[config.mk]
export PLATFORM = sky130hd
export DESIGN_NAME = display_mux_n
export DESIGN_NICKNAME = d
export VERILOG_FILES = /design/src/rtl/display_mux_n.sv
export SDC_FILE = /design/constraint.sdc
export NUM_CORES = 1
export LEC_CHECK = 0
export BUFFER_PORTS_ARGS = -buffer_cell sky130_fd_sc_hd__buf_2
export CAP_MARGIN = 20
export CORE_MARGIN = 2
export CORE_UTILIZATION = 60
export DETAILED_ROUTE_END_ITERATION = 10
export PLACE_DENSITY = 0.81
export SLEW_MARGIN = 25
export SYNTH_ARGS = -nofsm -noshare
export SYNTH_HDL_FRONTEND = slang
export SYNTH_SLANG_ARGS = --single-unit
[constraint.sdc]
create_clock -name clock -period 6.4 [get_ports clock]
set_clock_uncertainty 0.15 [all_clocks]
set_input_delay 0.64 -clock clock [delete_from_list [all_inputs] [get_ports clock]]
set_output_delay 0.64 -clock clock [all_outputs]
set_load 0.05 [all_outputs]
[src/rtl/display_mux_n.sv]
// display_mux_n: time-multiplexed 7-segment display controller.
// Scans N_DIGITS digits from a packed hex vector. Each digit slot opens with a
// dead time that suppresses ghosting. New content is loaded into a staging
// buffer and copied to the active buffer only at a frame boundary, so a
// frame is never drawn from a mix of old and new data.
module display_mux_n #(
    parameter int N_DIGITS         = 4,
    parameter int PRESCALE         = 50000,
    parameter int DEAD_CYCLES      = 1,
    parameter int BLINK_FRAMES     = 64,
    parameter int DIGIT_ACTIVE_LOW = 1,
    parameter int SEG_ACTIVE_LOW   = 1
) (
    input  logic                    clock,
    input  logic                    reset,
    input  logic                    enable,
    input  logic [4*N_DIGITS-1:0]   digit_data,
    input  logic [N_DIGITS-1:0]     dp_in,
    input  logic [N_DIGITS-1:0]     blank_in,
    input  logic [N_DIGITS-1:0]     blink_in,
    input  logic                    load,
    output logic [6:0]              seg,
    output logic                    dp,
    output logic [N_DIGITS-1:0]     digit,
    output logic                    frame_tick,
    output logic                    pending
);

    localparam int PW = (PRESCALE > 1) ? $clog2(PRESCALE) : 1;
    localparam int IW = $clog2(N_DIGITS);
    localparam int FW = (BLINK_FRAMES > 1) ? $clog2(BLINK_FRAMES) : 1;

    localparam logic [PW-1:0] PRESC_LAST = PW'(PRESCALE - 1);
    localparam logic [PW-1:0] DEAD_VAL   = PW'(DEAD_CYCLES);
    localparam logic [IW-1:0] IDX_LAST   = IW'(N_DIGITS - 1);
    localparam logic [FW-1:0] FRAME_LAST = FW'(BLINK_FRAMES - 1);

    localparam logic DIG_INV = (DIGIT_ACTIVE_LOW != 0);
    localparam logic SEG_INV = (SEG_ACTIVE_LOW != 0);

    localparam logic [N_DIGITS-1:0] DIGIT_OFF = {N_DIGITS{DIG_INV}};
    localparam logic [6:0]          SEG_OFF   = {7{SEG_INV}};

    logic [PW-1:0] presc;
    logic [IW-1:0] idx;
    logic [FW-1:0] frame_cnt;
    logic          blink_phase;

    logic [4*N_DIGITS-1:0] stg_data, act_data;
    logic [N_DIGITS-1:0]   stg_dp, act_dp;
    logic [N_DIGITS-1:0]   stg_blank, act_blank;
    logic [N_DIGITS-1:0]   stg_blink, act_blink;

    logic                  slot_end;
    logic                  frame_wrap;
    logic                  digit_dark;
    logic [3:0]            cur_nibble;
    logic [6:0]            hex_seg;
    logic [N_DIGITS-1:0]   digit_sel;

    assign slot_end   = (presc == PRESC_LAST);
    assign frame_wrap = enable && slot_end && (idx == IDX_LAST);
    assign cur_nibble = act_data[4*idx +: 4];
    assign digit_dark = (presc < DEAD_VAL) || act_blank[idx] ||
                        (act_blink[idx] && blink_phase);

    // Hex nibble to active-high abcdefg pattern (seg[6] = a).
    always_comb begin
        hex_seg = 7'b0000000;
        case (cur_nibble)
            4'h0: hex_seg = 7'b1111110;
            4'h1: hex_seg = 7'b0110000;
            4'h2: hex_seg = 7'b1101101;
            4'h3: hex_seg = 7'b1111001;
            4'h4: hex_seg = 7'b0110011;
            4'h5: hex_seg = 7'b1011011;
            4'h6: hex_seg = 7'b1011111;
            4'h7: hex_seg = 7'b1110000;
            4'h8: hex_seg = 7'b1111111;
            4'h9: hex_seg = 7'b1111011;
            4'hA: hex_seg = 7'b1110111;
            4'hB: hex_seg = 7'b0011111;
            4'hC: hex_seg = 7'b1001110;
            4'hD: hex_seg = 7'b0111101;
            4'hE: hex_seg = 7'b1001111;
            4'hF: hex_seg = 7'b1000111;
            default: hex_seg = 7'b0000000;
        endcase
    end

    // One-hot select of the digit currently being scanned (active-high).
    always_comb begin
        digit_sel      = '0;
        digit_sel[idx] = 1'b1;
    end

    // Scan timing: slot prescaler, digit index, blink frame counter and phase.
    always_ff @(posedge clock) begin
        if (reset) begin
            presc       <= '0;
            idx         <= '0;
            frame_cnt   <= '0;
            blink_phase <= 1'b0;
            frame_tick  <= 1'b0;
        end else if (!enable) begin
            presc       <= '0;
            idx         <= '0;
            frame_cnt   <= '0;
            blink_phase <= 1'b0;
            frame_tick  <= 1'b0;
        end else begin
            frame_tick <= frame_wrap;
            presc      <= slot_end ? '0 : presc + 1'b1;
            if (slot_end) begin
                idx <= (idx == IDX_LAST) ? '0 : idx + 1'b1;
            end
            if (frame_wrap) begin
                if (frame_cnt == FRAME_LAST) begin
                    frame_cnt   <= '0;
                    blink_phase <= ~blink_phase;
                end else begin
                    frame_cnt <= frame_cnt + 1'b1;
                end
            end
        end
    end

    // Double buffer: load fills staging; the active copy only moves on a frame
    // boundary, taking the live inputs directly when load lands on that edge.
    always_ff @(posedge clock) begin
        if (reset) begin
            stg_data  <= '0;
            stg_dp    <= '0;
            stg_blank <= '1;
            stg_blink <= '0;
            act_data  <= '0;
            act_dp    <= '0;
            act_blank <= '1;
            act_blink <= '0;
            pending   <= 1'b0;
        end else begin
            if (load) begin
                stg_data  <= digit_data;
                stg_dp    <= dp_in;
                stg_blank <= blank_in;
                stg_blink <= blink_in;
            end
            if (frame_wrap && load) begin
                act_data  <= digit_data;
                act_dp    <= dp_in;
                act_blank <= blank_in;
                act_blink <= blink_in;
                pending   <= 1'b0;
            end else if (frame_wrap && pending) begin
                act_data  <= stg_data;
                act_dp    <= stg_dp;
                act_blank <= stg_blank;
                act_blink <= stg_blink;
                pending   <= 1'b0;
            end else if (load) begin
                pending <= 1'b1;
            end
        end
    end

    // Registered pin drive; a dark or disabled slot turns every digit off.
    always_ff @(posedge clock) begin
        if (reset || !enable || digit_dark) begin
            digit <= DIGIT_OFF;
            seg   <= SEG_OFF;
            dp    <= SEG_INV;
        end else begin
            digit <= digit_sel ^ DIGIT_OFF;
            seg   <= hex_seg ^ SEG_OFF;
            dp    <= act_dp[idx] ^ SEG_INV;
        end
    end

endmodule
==> flow_summary.yaml, run 1 <==
synth:
  synthCells: 442
  postSynthAreaPerCell_um2: 9.30
  synth_ff_type: "dfxtp_1"
  ys_ff_latch: 95
  async_reset_ff_share_pct: 0
  yosysWarnings: 0
  syn_area_um2: 4110
  synth-edff-count: 0
  synth_nets: 486
  yosysSeqAreaShare_pct: 46.3
  synth_cell_type_count: 43
clock_tree:
  postCtsResizedCells: 0
  cts_made_buffers: 9
  cts.sinks: 95
  cts_max_path_buffers: 2
  clkSlewWorstSetupHoldPaths_ns: 0.09
  cts-root-buf: "clkbuf_8"
  cts_tree: "built"
  clock_latency_ns: 0.36
  post-cts-setup-buffers: 0
  htree_levels: 3
  ctsHoldBuffers: 0
floorplan:
  io_pins: 46
  start_util_pct: 61.2
  die_height_um: 86.8
  core_um2: 6720
  die-width_um: 86.8
  rows: 30
  dieArea_um2: 7530
pwr:
  p_clk_share_pct: 41.1
  power.total_uw: 1130
  comb_power_share_pct: 5.1
  p_leak_uw: 0.00187
  power_switching_share_pct: 21.5
  p_seq_share_pct: 53.7
  p_sw_uw: 243
  ir_drop_uv: 166
  power_density_nw_per_um2: 247
  p_int_uw: 888
finish:
  finish.utilization_pct: 68.3
  fillers: 536
  drive_gt1_share_pct: 16.1
  area_growth_pct: 11.6
  layout.cells.most_common_list: "95 x dfxtp_1, 66 x nor2_1, 49 x nand2_1"
  final_common_cell: "dfxtp_1"
  antenna_cells: 0
  nNetsFinal: 516
critical_path:
  r2r_end: "frame_cnt[0]$_SDFFE_PP0P_"
  worstSetupStartpointType: "flop"
  r2r_cells: 6
  cp_slowest_cell: "or3b_2"
  reg2reg_from: "presc[0]$_SDFF_PP0_"
  rrSetupSlack_ns: 3.46
  critical-path-max-stage-delay_ns: 0.61
  crit_path_end_kind: "flop"
  crit_type: "flop to flop"
  cp.arrival_ns: 3.07
  cp.required_ns: 6.53
  cp_cell_sequence: "ha_1 > nand3_1 > nor3_1 > nand3_2 > or3b_2 > a21oi_1"
  worstPathMaxFanout: 23
placement:
  place_ws_ns: 3.07
  gp_congestion: 0.792
  hpwl_um: 5380
  portBuffers: 45
min_path:
  hold_end: "stg_blank[1]$_SDFFE_PP1P_"
  min_path_type: "flop to flop"
  worstHoldStart: "stg_blank[1]$_SDFFE_PP1P_"
  worstHoldPathCells: 2
sta:
  finalSetupTns_ns: 0
  period_minus_slack_ns: 2.94
  grt_setup_unrepaired: "false"
  fmax_mhz: 340
  hold_viol: 0
  timing.final.crit_share_pct: 45.9
  slew_violations: 0
  slew_headroom_pct: 34.6
  tightest_slew_ns: 0.981
  holdWs_ns: 0.312
  setup_viol: 0
  fin_ws_ns: 3.46
route:
  drt_iter0_drc: 207
  via_per_inst: 5.68
  vias: 3163
  routed_wl_um: 8080
  drc: 0
  first_pass_iters: 4
  wire_per_inst_um: 14.5
  ant_nets: 0
global_route:
  grt_overflow: 0
  antenna_found_initial: 0
  grt_start_max_net_pins: 61
  grt_first_pass_wirelength_um: 13700
  grt_pass1_vias: 2911
  track_usage_pct: 23.1
flow_run:
  cap_violations: 0
status:
  status: "finished, final reports clean"
[power by group through the flow]
stage               combinational, uW  clock [uW]  sequential [uW]
detailed placement               58.4           0              621
CTS                              58.8         472              608
finish                           58.2         465              608
global placement                 56.9           0              621
floorplan                        38.7           0              622
global route                     64.7         493              609
[metrics by stage]
stage / area [um2] / instances
after CTS: 4580 / 557
after floorplan: 4110 / 442
after detailed placement: 4340 / 541
final: 4590 / 557
after global routing: 4590 / 557
after global placement: 4330 / 541
[kinds of logic (layout without fill, tap and decap cells)]
logic type,count (synthesis),after routing,share of synthesized area [%]
simple gates,175,175,20.2
flops,95,95,46.3
compound gates,64,64,10.9
mux,42,42,11.9
buf+inv,37,72,3.47
xor+xnor,17,17,3.62
fa+ha+maj,12,12,3.65
[metal layers]
layer	track usage (%)	up-vias	share of wire, %
li1	-	1602	-
met1	29.9	1481	45
met2	38.3	70	49
met3	6.10	10	5.0
met4	5.97	0	1.3
met5	0	-	0
[cell type report]
type / instances / area (um2) / area share (%)
Timing Repair Buffer: 45 / 228 / 4.96
Multi-Input combinational cell: 310 / 2070 / 45.2
Sequential cell: 95 / 1900 / 41.5
Clock inverter: 7 / 119 / 2.59
Tap cell: 80 / 100 / 2.18
Clock buffer: 9 / 124 / 2.70
Inverter: 11 / 41.3 / 0.900
[synth_stat cells (5+ instances only)]
cell / instances / area share (%)
nor2_1: 66 / 6.0
a21oi_1: 14 / 1.7
dfxtp_1: 95 / 46
inv_1: 10 / 0.91
mux2i_1: 33 / 8.0
nor3_1: 7 / 0.85
xnor2_1: 7 / 1.5
mux4_2: 5 / 2.7
o21ai_0: 8 / 0.97
xor2_1: 10 / 2.1
clkbuf_1: 20 / 1.8
a22oi_1: 16 / 2.9
and3_1: 5 / 0.76
nand3_1: 14 / 1.7
a2bb2oi_1: 12 / 2.6
ha_1: 12 / 3.7
nand3b_1: 12 / 2.2
nand2_1: 49 / 4.5
[state kept, by name (all words and copies together), names as in the netlist, 4 cells and up]
register,count
act_blank,4
act_blink,4
act_data,16
act_dp,4
digit,4
frame_cnt,6
presc,16
seg,7
stg_blank,4
stg_blink,4
stg_data,16
stg_dp,4
[critical path: cells and delay by family, from the launching register on]
kind,cells,cell delay (ns)
AOI/OAI and AO/OA,1,0.17
adders and majority gates,1,0.22
DFF,1,0.41
and+or+nand+nor,4,1.91
[worst max-delay path by stage]
stage | startpoint | endpoint | slack (ns) | cells past startpoint
floorplan | load | stg_blink[0]$_SDFFE_PP0P_ | 4.16 | 5
global placement | load | act_blank[0]$_SDFFE_PP1P_ | 3.12 | 5
detailed placement | load | act_blank[0]$_SDFFE_PP1P_ | 3.07 | 5
CTS | presc[0]$_SDFF_PP0_ | act_data[12]$_SDFFE_PP0P_ | 3.34 | 6
global route | presc[0]$_SDFF_PP0_ | frame_cnt[5]$_SDFFE_PP0P_ | 3.20 | 6
finish | presc[0]$_SDFF_PP0_ | frame_cnt[0]$_SDFFE_PP0P_ | 3.46 | 6
Note: power is estimated with default switching activity, not from simulation.
==> run 2, diff against run 1 <==
--- a/config.mk
+++ b/config.mk
@@ -8,9 +8,9 @@
 export BUFFER_PORTS_ARGS = -buffer_cell sky130_fd_sc_hd__buf_2
 export CAP_MARGIN = 20
 export CORE_MARGIN = 2
-export CORE_UTILIZATION = 60
+export CORE_UTILIZATION = 58
 export DETAILED_ROUTE_END_ITERATION = 10
-export PLACE_DENSITY = 0.81
+export PLACE_DENSITY = 0.79
 export SLEW_MARGIN = 25
 export SYNTH_ARGS = -nofsm -noshare
 export SYNTH_HDL_FRONTEND = slang
==> constraint.sdc (replaced) <==
create_clock -name clock -period 2.9 [get_ports clock]
set_clock_uncertainty 0.15 [all_clocks]
set_input_delay 0.29 -clock clock [delete_from_list [all_inputs] [get_ports clock]]
set_output_delay 0.29 -clock clock [all_outputs]
set_load 0.05 [all_outputs]
==> run 2 against run 1 <==
  * Sequential power is 120% higher
  * Fmax is 11% higher
  * Sequential share of layout area is 0.20 points lower
  * Total power is 100% higher
  * Critical path depth stayed put
  * Non-clock buffer count is 8 higher
  * Worst hold slack worse by 0.30 ns
  * Design area is 0.49% higher
  * First-iteration DRC count is 0.48% higher
  * Critical path type unchanged
  * Highest routed layer unchanged
==> flow_summary.yaml, run 2 (synthesis results as in run 1) <==
pwr:
  p_leak_uw: 0.00188
  p_seq_share_pct: 58.2
  comb_power_share_pct: 5.8
  p_clk_share_pct: 36.0
  p_int_uw: 1720
  power_density_nw_per_um2: 500
  ir_drop_uv: 269
  p_sw_uw: 582
  power_switching_share_pct: 25.3
route:
  drc: 0
  routed_wl_um: 8230
  wire_per_inst_um: 14.2
  vias: 3183
  via_per_inst: 5.48
  ant_nets: 0
  first_pass_iters: 4
  drt_iter0_drc: 208
min_path:
  worstHoldPathCells: 3
  min_path_type: "input port to flop"
critical_path:
  worstSetupStartpointType: "flop"
  worstPathMaxFanout: 11
  cp_cell_sequence: "ha_1 > nand3_1 > nor3_1 > nand3_2 > or4_1 > a21oi_1"
  crit_path_end_kind: "flop"
  crit_type: "flop to flop"
  cp.arrival_ns: 2.79
  cp_slowest_cell: "or4_1"
  r2r_cells: 6
  cp.required_ns: 3.05
  critical-path-max-stage-delay_ns: 0.58
floorplan:
  dieArea_um2: 7780
  start_util_pct: 60.2
  die-width_um: 88.2
  core_um2: 6830
  rows: 30
  io_pins: 46
  die_height_um: 88.2
global_route:
  antenna_found_initial: 0
  grt_pass1_vias: 2943
  grt_overflow: 0
  track_usage_pct: 22.9
  grt_first_pass_wirelength_um: 13700
  grt_start_max_net_pins: 49
clock_tree:
  cts.sinks: 95
  clkSlewWorstSetupHoldPaths_ns: 0.10
  cts-root-buf: "clkbuf_8"
  cts_tree: "built"
  cts_max_path_buffers: 2
  ctsHoldBuffers: 3
  post-cts-setup-buffers: 0
  htree_levels: 3
  cts_made_buffers: 9
  clock_latency_ns: 0.37
  postCtsResizedCells: 0
sta:
  hold_viol: 0
  period_minus_slack_ns: 2.63
  timing.final.crit_share_pct: 90.8
  grt_setup_unrepaired: "false"
  fmax_mhz: 380
  finalSetupTns_ns: 0
  tightest_slew_ns: 0.684
  setup_viol: 0
  slew_headroom_pct: 54.4
  slew_violations: 0
flow_run:
  cap_violations: 0
finish:
  drive_gt1_share_pct: 16.5
  antenna_cells: 0
  nNetsFinal: 524
  area_growth_pct: 12.1
  top_regs: "act_data x16, presc x16, stg_data x16"
  layout.cells.most_common_list: "95 x dfxtp_1, 66 x nor2_1, 49 x nand2_1"
  fillers: 583
  register_area_um2: 1900
  final_common_cell: "dfxtp_1"
  multi_input_area_um2: 2070
  stdcell_count: 581
status:
  status: "finished, final reports clean"
placement:
  hpwl_um: 5720
  placed_cells: 562
  portBuffers: 45
  gp_congestion: 0.802
run 2: worst max-delay path, delay by kind of cell (launching register included):
kind	cells	cell delay, ns
simple gates	4	1.65
compound gates	1	0.14
fa+ha+maj	1	0.22
flops	1	0.41
run 2: worst paths after layout:
kind	startpoint	end	slack [ns]
min	blank_in[3]	stg_blank[3]$_SDFFE_PP1P_	0.01
max reg2reg	presc[0]$_SDFF_PP0_	frame_cnt[5]$_SDFFE_PP0P_	0.27
min reg2reg	stg_blank[1]$_SDFFE_PP1P_	stg_blank[1]$_SDFFE_PP1P_	0.31
max	presc[0]$_SDFF_PP0_	frame_cnt[5]$_SDFFE_PP0P_	0.27
run 2: layout make-up:
cell class	count	share of cell area [%]
well taps	96	2.61
flip-flops and latches	95	41.3
clock inverters	7	1.38
repair buffers	53	6.35
multi-input cells	310	44.8
inverters	11	0.896
clock buffers	9	2.69
run 2: power groups by stage:
stage	Sequential (uW)	Clock [uW]	Combinational [uW]
after global placement	1370	0	128
after CTS	1340	848	133
after detailed placement	1370	0	130
final	1340	830	132
after floorplan	1370	0	85.5
after global routing	1340	907	148
run 2: per-stage QoR:
step	hold slack, ns	worst slack, ns	cell area (um2)	total power, uW	util [%]
final	0.0129	0.265	4610	2300	67.5
after global routing	0.0153	0.105	4610	2400	67.5
after CTS	0.00414	0.279	4610	2320	67.5
after detailed placement	0.299	0.329	4390	1500	64.3
after global placement	0.290	0.499	4390	1500	64.3
after floorplan	0.266	0.738	4110	1460	-
run 2: routing by layer:
| layer | GRT usage [%] | up-vias | routed length, um |
|---|---|---|---|
| met1 | 29.3 | 1490 | 3830 |
| met5 | 0 | - | 0 |
| li1 | - | 1623 | - |
| met2 | 37.1 | 59 | 3960 |
| met3 | 6.88 | 11 | 325 |
| met4 | 7.30 | 0 | 121 |
